File: src/rtl/rr_arbiter_8.sv
// rtl/rr_arbiter_8.sv - 8-requester round-robin arbiter with registered one-hot grant
//
// Ports:
//   clk          rising-edge clock
//   rst_n        synchronous active-low reset
//   en           arbiter enable; low releases any grant
//   req[7:0]     level request per client
//   grant[7:0]   registered one-hot grant, zero when no owner
//   grant_idx    binary index of owner; holds last owner while grant_valid=0
//   grant_valid  high when grant is non-zero
//
// Optional feature macro: ARB_TIMEOUT_EN
//   Adds a hold counter that forces a hand-off after MAX_HOLD cycles of
//   ownership when another client is waiting. MAX_HOLD is ignored otherwise.

module rr_arbiter_8 #(
    parameter int MAX_HOLD = 16
) (
    input  logic       clk,
    input  logic       rst_n,
    input  logic       en,
    input  logic [7:0] req,
    output logic [7:0] grant,
    output logic [2:0] grant_idx,
    output logic       grant_valid
);

    typedef enum logic {
        IDLE,
        GRANT
    } state_t;

    state_t     state;
    logic [2:0] last;

    // Candidate mask: while granted, the owner is excluded so the search
    // finds the next waiting client. In IDLE, the previous owner is still
    // eligible but comes last in the scan order.
    logic [7:0] cand;
    logic       win_found;
    logic [2:0] win_idx;
    logic [2:0] probe;

    always_comb begin
        cand = req;
        if (state == GRANT) begin
            cand = req & ~(8'b1 << last);
        end
        win_found = 1'b0;
        win_idx   = last;
        probe     = last;
        for (int k = 1; k <= 8; k++) begin
            probe = last + 3'(k);
            if (!win_found && cand[probe]) begin
                win_found = 1'b1;
                win_idx   = probe;
            end
        end
    end

    logic timeout;

`ifdef ARB_TIMEOUT_EN
    localparam logic [7:0] HOLD_LAST = 8'(MAX_HOLD - 1);
    logic [7:0] hold_cnt;

    // In GRANT, win_found already means some other client is waiting.
    assign timeout = (hold_cnt == HOLD_LAST) && win_found;
`else
    logic unused_cfg;
    assign unused_cfg = ^8'(MAX_HOLD);
    assign timeout    = 1'b0;
`endif

    always_ff @(posedge clk) begin
        if (!rst_n) begin
            state       <= IDLE;
            last        <= 3'd7;
            grant       <= 8'h00;
            grant_idx   <= 3'd0;
            grant_valid <= 1'b0;
`ifdef ARB_TIMEOUT_EN
            hold_cnt    <= 8'd0;
`endif
        end else begin
            case (state)
                IDLE: begin
                    if (en && win_found) begin
                        state       <= GRANT;
                        grant       <= 8'b1 << win_idx;
                        grant_idx   <= win_idx;
                        grant_valid <= 1'b1;
                        last        <= win_idx;
`ifdef ARB_TIMEOUT_EN
                        hold_cnt    <= 8'd0;
`endif
                    end else begin
                        grant       <= 8'h00;
                        grant_valid <= 1'b0;
                    end
                end
                GRANT: begin
                    if (!en) begin
                        state       <= IDLE;
                        grant       <= 8'h00;
                        grant_valid <= 1'b0;
                    end else if (req[last] && !timeout) begin
`ifdef ARB_TIMEOUT_EN
                        if (hold_cnt != HOLD_LAST) begin
                            hold_cnt <= hold_cnt + 8'd1;
                        end
`endif
                    end else if (win_found) begin
                        // Release or timeout: hand off on this edge, no dead cycle.
                        grant       <= 8'b1 << win_idx;
                        grant_idx   <= win_idx;
                        grant_valid <= 1'b1;
                        last        <= win_idx;
`ifdef ARB_TIMEOUT_EN
                        hold_cnt    <= 8'd0;
`endif
                    end else begin
                        state       <= IDLE;
                        grant       <= 8'h00;
                        grant_valid <= 1'b0;
                    end
                end
                default: begin
                    state       <= IDLE;
                    grant       <= 8'h00;
                    grant_valid <= 1'b0;
                end
            endcase
        end
    end

endmodule

File: config.mk
export PLATFORM = sky130hd
export DESIGN_NAME = rr_arbiter_8
export DESIGN_NICKNAME = d
export VERILOG_FILES = /design/src/rtl/rr_arbiter_8.sv
export SDC_FILE = /design/constraint.sdc
export NUM_CORES = 1
export LEC_CHECK = 0
export CORE_ASPECT_RATIO = 0.75
export CORE_MARGIN = 8
export CORE_UTILIZATION = 45
export DETAILED_ROUTE_END_ITERATION = 10
export HOLD_SLACK_MARGIN = 0.12
export PLACE_DENSITY = 0.66
export SETUP_SLACK_MARGIN = 0.05
export SYNTH_ARGS = -nofsm -noshare
export SYNTH_HDL_FRONTEND = slang
export SYNTH_SLANG_ARGS = --single-unit
export TNS_END_PERCENT = 1
File: constraint.sdc
create_clock -name clk -period 3.9 [get_ports clk]
set_clock_uncertainty 0.15 [all_clocks]
set_input_delay 0.78 -clock clk [delete_from_list [all_inputs] [get_ports clk]]
set_output_delay 0.78 -clock clk [all_outputs]
set_load 0.1 [all_outputs]
==> flow_summary_export.csv <==
group,metric,value,unit
timing,maxSlewViolCount,0,
clocking,cts_resized,0,
timing,fin_crit,3510,ps
cells_and_area,final_core_util,53.0,%
global_routing,antenna_found_initial,0,
global_routing,grt_max_degree,25,
floorplanning,die_y,71.9,um
timing,layout_worst_path_cycle_share,90.1,%
cells_and_area,antenna_cells,0,
clocking,clkTransAtPathRegs,60,ps
worst_setup_path,critical-path-slowest-cell,"clkdlybuf4s50_1",
floorplanning,dieArea,6500,sq um
place,dp_hpwl,3.73,mm
detailed_routing,firstDrtPassIters,4,
clocking,cts_tree,"yes",
synthesis,synth_flop_cell,"dfxtp_1",
global_routing,grt_pass1_wl,7.94,mm
detailed_routing,dr_total_vias,1681,
synthesis,netlist_area,1870,sq um
clocking,clock_path_buffers,2,
synthesis,synth_enable_flop_cells,0,
clocking,h-tree-depth,1,
worst_setup_path,start_kind,"input port",
clocking,clock_latency,250,ps
place,placed_cell_area,2090,sq um
timing,tightest_slew,974,ps
detailed_routing,routed_wl,4.70,mm
place,io_buffers,22,
clocking,numCtsBuffers,3,
detailed_routing,drc_errors,0,
detailed_routing,ant_nets,0,
cells_and_area,fill_cells,363,
synthesis,netlist_instances,205,
detailed_routing,drt_iter0_markers,139,
timing,finalSetupViolations,0,
cells_and_area,seq_area,320,sq um
place,place_congestion,0.975,
clocking,hold_buffers,0,
worst_setup_path,crit_path_cell_trace,"clkdlybuf4s50_1, nor2b_1, a221oi_1, o31a_1, and4_2, and2_1, o2111ai_1, a22oi_2, nor3b_2, a22o_1",
cells_and_area,drive_above_1_share,20.2,%
global_routing,grt_overflow,0,
synthesis,synth.distinct_cells,75,
cells_and_area,finalInstanceArea,2130,sq um
synthesis,synth_nets,223,
detailed_routing,viasPerCell,6.05,
clocking,cts_setup_buffers,0,
timing,rsz0062_at_grt,"no",
cells_and_area,final_nets,243,
floorplanning,core,4030,sq um
clocking,clock-sinks,16,
worst_setup_path,crit_fanout,7,
worst_setup_path,crit_family,"compound AO/OA/AOI/OAI gates",
synthesis,avgSynthCellArea,9.13,sq um
clocking,root_buffer,"clkbuf_8",
worst_setup_path,cp_data_arrival_time,3510,ps
floorplanning,initial_core_util,46.5,%
worst_setup_path,critical_path_buf_inv_count,1,
timing,max_slew_margin,34.9,%
worst_setup_path,path_class,"input port to flip-flop",
timing,hold_viol_final,0,
synthesis,synth_warnings,0,
floorplanning,row_count,20,
synthesis,ys_seq_elements,16,
min_path,hold_class,"flip-flop to flip-flop",
floorplanning,io_pins,23,
synthesis,synthArstFlopShare,0,%
run_status,outcome,"completed",
global_routing,grt_pass1_vias,1528,
worst_setup_path,cpPeakStageDelay,440,ps
detailed_routing,routedWlPerCell,16.9,um
cells_and_area,multiInputGateArea,1390,sq um
timing,timing.fmax,285,MHz
cells_and_area,area_delta_synth_final,14.0,%
worst_setup_path,critPathCaptureType,"flip-flop",
timing,holdWs,298,ps
global_routing,grt_usage,14.8,%
worst_setup_path,worstPathRequired,3890,ps
run,maxCapViolCount,0,
floorplanning,die_x,90.5,um
synthesis,ys_seq_area_share,17.1,%
timing,fin_tns_setup,0,ps
==> cells in the mapped netlist, types with 2 or more instances <==
| cell type | n | share of area (%) |
|---|---|---|
| nand2_1 | 22 | 4.4 |
| dfxtp_1 | 16 | 17 |
| a21oi_1 | 9 | 2.4 |
| nor2_1 | 9 | 1.8 |
| o21ai_0 | 9 | 2.4 |
| ha_1 | 7 | 4.7 |
| a221oi_1 | 6 | 2.8 |
| a22o_1 | 6 | 2.8 |
| mux4_2 | 6 | 7.2 |
| nand3_1 | 6 | 1.6 |
| nor2b_1 | 6 | 2.0 |
| buf_6 | 5 | 3.0 |
| inv_1 | 5 | 1.0 |
| mux2i_1 | 5 | 2.7 |
| a22oi_1 | 4 | 1.6 |
| a32oi_1 | 3 | 1.4 |
| and2_1 | 3 | 1.0 |
| clkbuf_2 | 3 | 0.80 |
| o21ai_1 | 3 | 0.80 |
| o31ai_1 | 3 | 1.2 |
| a2bb2oi_1 | 2 | 0.94 |
| a32o_2 | 2 | 1.2 |
| and2_2 | 2 | 0.80 |
| and3_1 | 2 | 0.67 |
| and3b_1 | 2 | 0.94 |
| buf_2 | 2 | 0.53 |
| mux4_1 | 2 | 2.8 |
| nand2_2 | 2 | 0.67 |
| nand3b_1 | 2 | 0.80 |
| nand3b_4 | 2 | 2.1 |
| nor3_1 | 2 | 0.53 |
| o211ai_1 | 2 | 0.80 |
| o22ai_1 | 2 | 0.67 |
| o2bb2ai_1 | 2 | 0.94 |
==> metal layers <==
metal,track usage (%),up-vias,share of wire [%]
li1,-,827,-
met1,22.3,783,51
met2,19.8,67,41
met3,4.80,4,8.1
met4,1.65,0,0.36
met5,0,-,0
==> flip-flops by register name, indices dropped and copies added, names as in the netlist <==
signal       flops
last             3
grant_valid      1
grant_idx        3
grant            8
state            1
==> worst min-delay path: cells and delay by family (launching register included) <==
| family | cells | cell delay [ps] |
|---|---|---|
| AND/OR/NAND/NOR | 1 | 50 |
| AO/OA/AOI/OAI | 1 | 50 |
| flip-flops | 1 | 310 |
==> placed cells by master, fill, tap and decap left out, types with 2 or more instances in the layout <==
cell / count
nand3b_1: 2
dfxtp_1: 16
a221oi_1: 6
ha_1: 7
nand3b_4: 2
o22ai_1: 2
a22oi_1: 4
inv_1: 5
o2bb2ai_1: 2
and2_1: 3
nor3_1: 2
a22o_1: 6
and3_1: 2
buf_4: 8
mux4_1: 2
a2bb2oi_1: 2
nor2_1: 9
nand3_1: 6
o21ai_0: 9
a32o_2: 2
nand2_2: 2
o31ai_1: 3
o21ai_1: 3
and2_2: 2
and3b_1: 2
a32oi_1: 3
mux4_2: 6
mux2i_1: 5
o211ai_1: 2
nor2b_1: 6
clkbuf_8: 3
clkdlybuf4s50_1: 22
a21oi_1: 9
nand2_1: 22
==> layout make-up <==
cell class                 instances  area share, %
clock buffer                       3           1.93
inverter                           7           1.41
multi-input combinational        167           65.3
sequential                        16           15.0
tap                               55           3.22
timing repair buffer              30           13.1
==> cells by family (layout without fill, tap and decap cells) <==
logic type | count (synthesis) | count (layout) | synth area share, %
compound gates | 71 | 71 | 31.5
xor+xnor | 3 | 3 | 1.81
fa+ha+maj | 7 | 7 | 4.68
buf+inv | 22 | 40 | 8.42
flops | 16 | 16 | 17.1
mux | 13 | 13 | 12.7
simple gates | 73 | 73 | 23.8
==> final timing paths <==
| check | endpoint | from | cells after the start | slack, ps |
|---|---|---|---|---|
| worst max-delay path | grant[1]$_SDFFE_PN0P_ | req[6] | 10 | 390 |
| worst min-delay path | grant[2]$_SDFFE_PN0P_ | grant[2]$_SDFFE_PN0P_ | 2 | 300 |
| worst min register to register | grant[2]$_SDFFE_PN0P_ | grant[2]$_SDFFE_PN0P_ | 2 | 300 |
| worst max register to register | grant[1]$_SDFFE_PN0P_ | last[1]$_SDFFE_PN1P_ | 10 | 400 |
==> per-stage QoR <==
stage                     setup WS, ps  instances
after global placement             191        275
after CTS                          334        278
after floorplan                    674        205
final                              387        278
after detailed placement           193        275
after global routing               140        278
Power is left out: the tool's default activity adds up to more than one toggle a clock period on the data nets, which glitch-free logic cannot reach.
